$ cat config.mk
export PLATFORM = sky130hd
export DESIGN_NAME = minisys_input_conditioner
export DESIGN_NICKNAME = d
export VERILOG_FILES = /design/src/rtl/minisys_io_pkg.sv /design/src/rtl/minisys_input_conditioner_debounce_cell.sv /design/src/rtl/minisys_input_conditioner.sv
export SDC_FILE = /design/constraint.sdc
export NUM_CORES = 1
export LEC_CHECK = 0
export ABC_AREA = 1
export CORE_MARGIN = 3
export CORE_UTILIZATION = 55
export CTS_CLUSTER_DIAMETER = 120
export DETAILED_ROUTE_END_ITERATION = 7
export PLACE_DENSITY = 0.88
export SLEW_MARGIN = 20
export SYNTH_ARGS = -nofsm -noshare
export SYNTH_HDL_FRONTEND = slang
export SYNTH_HIERARCHICAL = 1
export SYNTH_SLANG_ARGS = --single-unit
$ cat constraint.sdc
create_clock -name clock -period 1.6 [get_ports clock]
set_input_delay 0.32 -clock clock [delete_from_list [all_inputs] [get_ports clock]]
set_output_delay 0.32 -clock clock [all_outputs]
set_load 0.005 [all_outputs]
$ cat src/rtl/minisys_io_pkg.sv
// Shared constants for the Minisys board IO front end.
// Holds default widths, button index map and the simulation debounce length.
`timescale 1ns/1ps

package minisys_io_pkg;

    // Board default widths
    localparam int SW_WIDTH_DFLT  = 24;
    localparam int BTN_WIDTH_DFLT = 5;

    // Button index map (indices 1..3 are reserved)
    localparam int BTN_STEP  = 0;
    localparam int BTN_RESET = 4;

    typedef enum logic [2:0] {
        BTN_IDX_STEP  = 3'd0,
        BTN_IDX_RSV1  = 3'd1,
        BTN_IDX_RSV2  = 3'd2,
        BTN_IDX_RSV3  = 3'd3,
        BTN_IDX_RESET = 3'd4
    } btn_idx_e;

    // Short debounce window used by simulation benches
    localparam int DEBOUNCE_SIM = 4;

    // Counter width able to hold 0..cycles
    function automatic int cnt_width(input int cycles);
        return $clog2(cycles + 1);
    endfunction

endpackage

$ cat src/rtl/minisys_input_conditioner_debounce_cell.sv
// debounce_cell: 2-flop synchroniser plus a debounce counter for a WIDTH-bit word.
// Ports: clock, reset_n, i_raw (async in), o_stable (debounced), o_rise/o_fall (1-cycle pulses).
`timescale 1ns/1ps

module debounce_cell
    import minisys_io_pkg::*;
#(
    parameter int WIDTH           = 1,
    parameter int DEBOUNCE_CYCLES = 1000000
) (
    input  logic             clock,
    input  logic             reset_n,
    input  logic [WIDTH-1:0] i_raw,
    output logic [WIDTH-1:0] o_stable,
    output logic [WIDTH-1:0] o_rise,
    output logic [WIDTH-1:0] o_fall
);

    localparam int              CNT_W   = cnt_width(DEBOUNCE_CYCLES);
    localparam logic [CNT_W-1:0] LP_LAST = CNT_W'(DEBOUNCE_CYCLES - 1);
    localparam logic [CNT_W-1:0] LP_ONE  = CNT_W'(1);

    logic [WIDTH-1:0] r_sync1;
    logic [WIDTH-1:0] r_sync2;
    logic [WIDTH-1:0] r_stable;
    logic [WIDTH-1:0] r_rise;
    logic [WIDTH-1:0] r_fall;
    logic [CNT_W-1:0] r_cnt;

    logic w_differ;
    logic w_accept;

    // For a multi-bit word any bit difference keeps the count running;
    // the word accepted is whatever sync2 holds on the accepting edge.
    assign w_differ = (r_sync2 != r_stable);
    assign w_accept = w_differ && (r_cnt == LP_LAST);

    always_ff @(posedge clock or negedge reset_n) begin
        if (!reset_n) begin
            r_sync1 <= '0;
            r_sync2 <= '0;
        end else begin
            r_sync1 <= i_raw;
            r_sync2 <= r_sync1;
        end
    end

    always_ff @(posedge clock or negedge reset_n) begin
        if (!reset_n) begin
            r_stable <= '0;
            r_cnt    <= '0;
            r_rise   <= '0;
            r_fall   <= '0;
        end else begin
            r_rise <= '0;
            r_fall <= '0;
            if (w_accept) begin
                r_stable <= r_sync2;
                r_cnt    <= '0;
                // Pulses share the edge of the level update
                r_rise   <= r_sync2 & ~r_stable;
                r_fall   <= ~r_sync2 & r_stable;
            end else if (w_differ) begin
                r_cnt <= r_cnt + LP_ONE;
            end else begin
                r_cnt <= '0;
            end
        end
    end

    assign o_stable = r_stable;
    assign o_rise   = r_rise;
    assign o_fall   = r_fall;

endmodule

$ cat src/rtl/minisys_input_conditioner.sv
// Minisys board input front end: synchronises and debounces switches and buttons.
// Ports: clock, reset_n, switches_raw/buttons_raw in; stable levels and change pulses out.
`timescale 1ns/1ps

module minisys_input_conditioner
    import minisys_io_pkg::*;
#(
    parameter int SW_WIDTH        = SW_WIDTH_DFLT,
    parameter int BTN_WIDTH       = BTN_WIDTH_DFLT,
    parameter int DEBOUNCE_CYCLES = 1000000
) (
    input  logic                 clock,
    input  logic                 reset_n,
    input  logic [SW_WIDTH-1:0]  switches_raw,
    input  logic [BTN_WIDTH-1:0] buttons_raw,
    output logic [SW_WIDTH-1:0]  switches_stable,
    output logic                 switches_changed,
    output logic [BTN_WIDTH-1:0] buttons_level,
    output logic [BTN_WIDTH-1:0] buttons_press,
    output logic [BTN_WIDTH-1:0] buttons_release
);

    logic [SW_WIDTH-1:0] w_sw_rise;
    logic [SW_WIDTH-1:0] w_sw_fall;

    // Each button debounces on its own so presses never mask each other
    for (genvar g = 0; g < BTN_WIDTH; g++) begin : g_btn
        debounce_cell #(
            .WIDTH           (1),
            .DEBOUNCE_CYCLES (DEBOUNCE_CYCLES)
        ) u_btn (
            .clock    (clock),
            .reset_n  (reset_n),
            .i_raw    (buttons_raw[g]),
            .o_stable (buttons_level[g]),
            .o_rise   (buttons_press[g]),
            .o_fall   (buttons_release[g])
        );
    end

    // The switch bank is debounced as a single word
    debounce_cell #(
        .WIDTH           (SW_WIDTH),
        .DEBOUNCE_CYCLES (DEBOUNCE_CYCLES)
    ) u_sw (
        .clock    (clock),
        .reset_n  (reset_n),
        .i_raw    (switches_raw),
        .o_stable (switches_stable),
        .o_rise   (w_sw_rise),
        .o_fall   (w_sw_fall)
    );

    assign switches_changed = |(w_sw_rise | w_sw_fall);

endmodule

==> impl_metrics.toml <==
[global_routing]
grt_max_degree = 71
grt_pass1_wl_um = 57000
antenna_found_initial = 0
grt_pass1_vias = 11200
grt.total_usage = 0.271
grt-ovfl-total = 0

[synthesis]
syn_area_per_cell_um2 = 9.00
synth_nets = 1558
synth-warning-count = 6
synth_seq_cells = 265
ys_seq_area_frac = 0.504
synth_cells = 1463
yosys.cell_types.count = 30
synth_area_um2 = 13200

[route]
wire_per_inst_um = 19.8
via_per_inst = 5.55
vias = 11200
firstDrtPassIters = 7
drc_errors = 0
drtIter0Drc = 1034
ant_nets = 0
drt_wl_total_um = 40100

[setup_path]
endpoint = "u_sw/o_stable[13]"
rrSetupSlack_ns = -0.66
rr_startpoint = "u_sw/r_sync2[1]"
crit_path_end_kind = "flip-flop"
rr_worst_depth = 10
timing.rr.end = "u_sw/o_stable[13]"
cp_data_arrival_time_ns = 2.72
slowest_delay_ns = 0.51
start_kind = "flip-flop"
crit_top_cell = "nand2_4"
startpoint = "u_sw/r_sync2[1]"
cp_slowest_cell = "dfrtp_1"
crit_chain = "ha_4 -> nand4_1 -> nor2_4 -> nand2_4 -> buf_12 -> nand2_8 -> buf_6 -> buf_16 -> nand2_4 -> nand2_2"
crit_fanout = 6
worstPathRequired_ns = 2.06
worstSetupPathType = "reg -> reg"

[placed_design]
routabilityCongestion = 0.873
io_buffers = 70
hpwl_um = 19200
postPlaceCellArea_um2 = 14800
placed_cells = 1913
pre_cts_slack_ns = -0.190

[floorplan]
core_area_um2 = 23100
die-height_um = 161
die_x_um = 161
initial_core_util = 0.571
rows = 55
dieArea_um2 = 25800
ios = 71

[power_and_ir_drop]
powerDensity_nw_per_um2 = 852
p_leak_nw = 8.01
vdd_drop_max_mv = 0.833

[final_layout]
final_cells = 2024
drive_gt1_frac = 0.312
mostFrequentLayoutCells = "265 x dfrtp_1, 248 x nor2_1, 218 x nand2_1, 182 x inv_1, 88 x buf_4"
num-nets-final = 1783
final_util = 0.756
final_common_cell = "dfrtp_1"
syn_to_final_growth_pct = 32.5
design_area_um2 = 17400
num_antenna_cells = 0

[clock_network]
cts.htree.levels = 1
cts.sinks = 265
cts_root_buf = "clkbuf_16"
clock_path_buffers = 3
insertion_delay_ns = 0.56
cts_tree = "yes"
numCtsBuffers = 29
path_clk_slew_ns = 0.07

[timing]
drv_slew = 0
setup_viol = 109
setup_slack_ns = -0.661
timing.fmax_ghz = 0.442
clock-skew-final_ns = 0.0320
maxSlewHeadroom = 0.730
fin_crit_sh = 1.41
hold_ws_ns = 0.203
period_minus_slack_ns = 2.26
finalHoldViolCount = 0
rsz0062_at_grt = "true"
tightest_slew_ns = 0.405

[job]
max-cap-violations = 0

[status]
status = "complete, but fails checks"
violations = "negative setup slack"

[min_path]
holdCritStartpoint = "switches_raw[9]"
hold_path_class = "in -> reg"
==> metal layers <==
metal	wire (um)	GRT usage
met1	14400	0.319
met5	0	0
met2	20000	0.487
met4	3130	0.129
met3	2600	0.0397
==> flip-flops by register name, summed over array words and instances, names as in the netlist <==
name                  count
u_sw/r_sync2             24
g_btn.u_btn/o_stable      5
u_sw/r_sync1             24
u_sw/o_rise              24
u_sw/o_stable            24
g_btn.u_btn/r_sync1       5
u_sw/r_cnt               20
u_sw/o_fall              24
g_btn.u_btn/r_cnt       100
g_btn.u_btn/o_rise        5
g_btn.u_btn/o_fall        5
g_btn.u_btn/r_sync2       5
==> area by class of cell <==
| class | instances | area [um^2] |
|---|---|---|
| flip-flops and latches | 265 | 6630 |
| repair buffers | 211 | 2180 |
| inverters | 214 | 826 |
| well taps | 313 | 392 |
| fillers | 1280 | 5610 |
| clock inverters | 11 | 188 |
| multi-input cells | 967 | 6370 |
| clock buffers | 43 | 848 |
==> per-stage QoR <==
step	total power [mW]	setup TNS, ns
3_3_place_gp	7.52	-5.13
2_1_floorplan	7.19	-0.479
6_report	14.9	-50.49
4_1_cts	14.7	-16.46
3_5_place_dp	7.55	-11.94
5_1_grt	15.3	-52.50
==> worst max-delay path: cells and delay by family (launching register included) <==
kind / cells / cell delay (ns)
flip-flops: 1 / 0.51
buffers and inverters: 3 / 0.44
adder cells (fa/ha/maj): 1 / 0.34
AND/OR/NAND/NOR: 6 / 0.87
==> kinds of logic (layout without fill, tap and decap cells) <==
family	count (synthesis)	count (layout)	synth area share
XOR/XNOR	61	61	0.0406
AND/OR/NAND/NOR	819	820	0.310
flip-flops	265	265	0.504
AO/OA/AOI/OAI	22	22	0.0102
buffers and inverters	232	479	0.0747
adder cells (fa/ha/maj)	64	64	0.0608
==> synthesized netlist by cell type <==
library cell  count  share of area
nand3_1          90          0.034
nor2_8            1         0.0015
nor2_1          269          0.077
xnor2_1          14         0.0093
o21ai_0           5         0.0019
inv_4             5         0.0024
nand2_4           1        0.00086
nand2_2          36          0.017
inv_2            18         0.0051
or2_2             1        0.00048
clkbuf_1          2        0.00057
xor2_1           47          0.031
nand3_4           5         0.0067
nor2_4           55          0.047
dfrtp_1         265           0.50
nor2_2           61          0.029
nand3b_1          3         0.0017
o21ai_2           5         0.0033
nor3b_1           5         0.0029
nand2_1         259          0.074
buf_6            12          0.010
buf_2             2        0.00076
o21ai_1          10         0.0038
ha_1             64          0.061
inv_1           191          0.054
nor3_1           11         0.0042
nand4_1          11         0.0052
buf_4             2         0.0011
o21bai_1          2         0.0011
nand3_2          11         0.0084
==> where the power goes <==
| group | switching (mW) | total [mW] | internal (mW) |
|---|---|---|---|
| clock network | 2.79 | 7.25 | 4.47 |
| registers | 0.0957 | 6.90 | 6.81 |
| logic | 0.423 | 0.704 | 0.280 |
| total | 3.31 | 14.9 | 11.6 |
==> how the worst min path moves through the flow <==
stage / endpoint / slack, ns / cells past startpoint
finish: u_sw/r_sync1[9] / 0.20 / 1
floorplan: g_btn[0].u_btn/o_fall / 0.02 / 0
global route: u_sw/r_sync1[20] / 0.20 / 1
global placement: g_btn[3].u_btn/r_cnt[13] / 0.20 / 1
detailed placement: g_btn[3].u_btn/r_cnt[13] / 0.20 / 1
CTS: u_sw/r_sync1[5] / 0.19 / 1
==> what timing repair did <==
| action | in CTS | in global routing |
|---|---|---|
| gates resized for setup | 197 | 168 |
| setup endpoints to repair | 132 | 173 |
| buffers inserted | 38 | 23 |
| endpoints found under the hold margin | 27 | 0 |
| pin swaps | 54 | 57 |
| cloned | 11 | 0 |
| hold buffers | 1 | 0 |
Note: power is estimated with default switching activity, not from simulation.
==> patch (config.mk and constraints unchanged) <==
Make the reset (`reset_n`) synchronous in 2 clocked blocks. Comments in the files are not updated.
--- a/src/rtl/minisys_input_conditioner_debounce_cell.sv
+++ b/src/rtl/minisys_input_conditioner_debounce_cell.sv
@@ -37,3 +37,3 @@
 
-    always_ff @(posedge clock or negedge reset_n) begin
+    always_ff @(posedge clock) begin
         if (!reset_n) begin
@@ -47,3 +47,3 @@
 
-    always_ff @(posedge clock or negedge reset_n) begin
+    always_ff @(posedge clock) begin
         if (!reset_n) begin
Function: same outputs for any inputs over 10 cycles, from zero or initial values and one cycle with reset_n low; that may be too few to reach the edited logic, so the function may still have changed.
==> patch against the unedited design <==
- the flow still finishes with violations (setup timing)
- design area shrank 4.2%
- power shrank 5.2%
- synthesized area shrank 5.5%
- sequential cell count is the same
- wire length shrank 3.5%
- via count grew 6.9%
- sequential share of layout area shrank 6.0 points
- worst setup slack gained 100 ps
- critical path type unchanged
- highest routed layer unchanged
==> patch: results (changes against the unedited design) <==
library cells used by synthesis -> 27 (-10%)
status -> complete, but fails checks
DR WL/cell -> 17.6 um (-11%)
Largest register FFs -> 100 (unchanged)
detailed placement HPWL -> 18,500 um (-3.7%)
endpoints failing setup -> 93 (-15%)
largest register by flop count -> g_btn.u_btn/r_cnt
async set-or-reset flop fraction in the synthesized netlist -> 0 (-1.00)
Root Buffer -> clkbuf_16
most frequent cells after synthesis -> nand2_1, nor2_1, inv_1, dfxtp_1, nand3_1
nets@finish -> 1,987 (+11%)
CP max FO -> 6 (unchanged)
port bufs -> 70 (unchanged)
max_cap viols -> 0 (unchanged)
Fillers -> 1,326 (+3.6%)
share of layout cells above drive strength 1 -> 0.253 (-0.0595)
Mapped Nets -> 1,819 (+17%)
dpl ws -> -140 ps (+49.9 ps)
antenna violations before repair -> 0 (unchanged)
critical path arrival -> 2610 ps (-110 ps)
RD Place Congestion -> 0.896 (+2.6%)
violated checks -> setup timing
ranking of synthesized cells by area -> dfxtp_1, nand2_1, nor2_1
routed vias -> 12,000 (+6.9%)
Worst Clk Skew -> 11.5 ps (-20.6 ps)
Ys Warns -> 6 (unchanged)
clock network latency to the later pin of the worst-skew pair -> 530 ps (-30 ps)
Slowest cell on crit path -> dfxtp_2
overall routing resource usage -> 0.261 (-0.00980)
Ant. Diodes -> 0 (unchanged)
number of global-route vias before repair -> 11,400 (+1.3%)
worst setup margin -> -558 ps (+103 ps)
number of buffers created by CTS -> 27 (-6.9%)
HP Class -> primary input to flop
Critical Path Max Stage Delay -> 340 ps (-170 ps)
Worst Tran Pin Value -> 506 ps (+101 ps)
Pleak -> 6.73 nW (-16%)
largest net degree at the start of global routing -> 41 (-42%)
detailed router's first-iteration violation count -> 1,188 (+15%)
family with the most delay on the worst path -> simple AND/OR/NAND/NOR gates
placed instance area -> 13,900 um^2 (-5.9%)
clk buf depth -> 3 (unchanged)
maximum vdd ir drop -> 0.670 mV (-20%)
Pint -> 0.0110 W (-5.0%)
first-pass iteration count of the detailed router -> 6 (-1)
sequential-to-total area share from yosys stat -> 0.426 (-0.0775)
first-pass GRT wire length -> 53,100 um (-7.0%)
## patch: cell types whose count changed in the layout (fill, tap and decap cells not counted), moves of 24 or more
| cell | change |
|---|---|
| buf_6 | -37 |
| dfrtp_1 | -265 |
| dfxtp_2 | +35 |
| nor2_1 | +35 |
| nor2_4 | -43 |
| nand4_1 | +24 |
| nor2_2 | +33 |
| nand2_2 | -32 |
| buf_4 | -28 |
| dfxtp_1 | +230 |
| inv_1 | +78 |
| nand2_1 | +133 |
## patch: logic make-up (layout without fill, tap and decap cells)
group                      count (synthesis)  count (layout)  synth area share
adders and majority gates                 64              64            0.0644
AOI/OAI and AO/OA                         46              46            0.0209
and+or+nand+nor                          971             971             0.341
xor gates and xnor gates                  60              60            0.0422
buffers and inverters                    318             506             0.105
DFF                                      265             265             0.426
## patch: power by group through the flow
stage | Combinational, W | Sequential (W) | Clock [W]
after floorplan | 0.000267 | 0.00685 | 0
after global placement | 0.000442 | 0.00686 | 0
after detailed placement | 0.000457 | 0.00687 | 0
after CTS | 0.000581 | 0.00673 | 0.00656
after global routing | 0.000805 | 0.00674 | 0.00690
final | 0.000768 | 0.00674 | 0.00658
## patch: routing by layer
metal / share of wire / track usage / wire length, um
met1: 0.36 / 0.289 / 14000
met2: 0.50 / 0.482 / 19200
met3: 0.068 / 0.0401 / 2650
met4: 0.075 / 0.132 / 2900
met5: 0 / 0 / 0
## patch: path summary, 6_finish.rpt
| path | start | end | slack (ps) | cells past startpoint |
|---|---|---|---|---|
| hold / removal | reset_n | g_btn[3].u_btn/r_sync2 | 250 | 3 |
| hold reg to reg | u_sw/r_sync1[20] | u_sw/r_sync2[20] | 410 | 2 |
| setup reg to reg | u_sw/o_stable[2] | u_sw/o_stable[15] | -560 | 12 |
| setup / recovery | u_sw/o_stable[2] | u_sw/o_stable[15] | -560 | 12 |
## patch: per-stage QoR
stage | instances | power, W | TNS (ps)
finish | 2192 | 0.0141 | -30910
floorplan | 1724 | 0.00712 | -282
global placement | 2097 | 0.00731 | -160
CTS | 2177 | 0.0139 | -9870
detailed placement | 2097 | 0.00732 | -3620
global route | 2192 | 0.0144 | -30930
## patch: area by class of cell
class	instances	area, um^2	share of cell area
sequential	265	5350	0.320
clock buffer	42	812	0.0486
timing repair buffer	174	2020	0.121
multi-input combinational	1141	7000	0.419
inverter	283	1060	0.0636
tap	280	350	0.0210
clock inverter	7	110	0.00659
## patch: timing repair
action                     in CTS  in global routing
pin swaps                      59                 71
setup endpoints to repair     114                184
setup buffers                  18                 16
hold endpoints to repair        0                  0
cloned                         13                  9
hold buffers                    0                  0
resized for setup             158                216
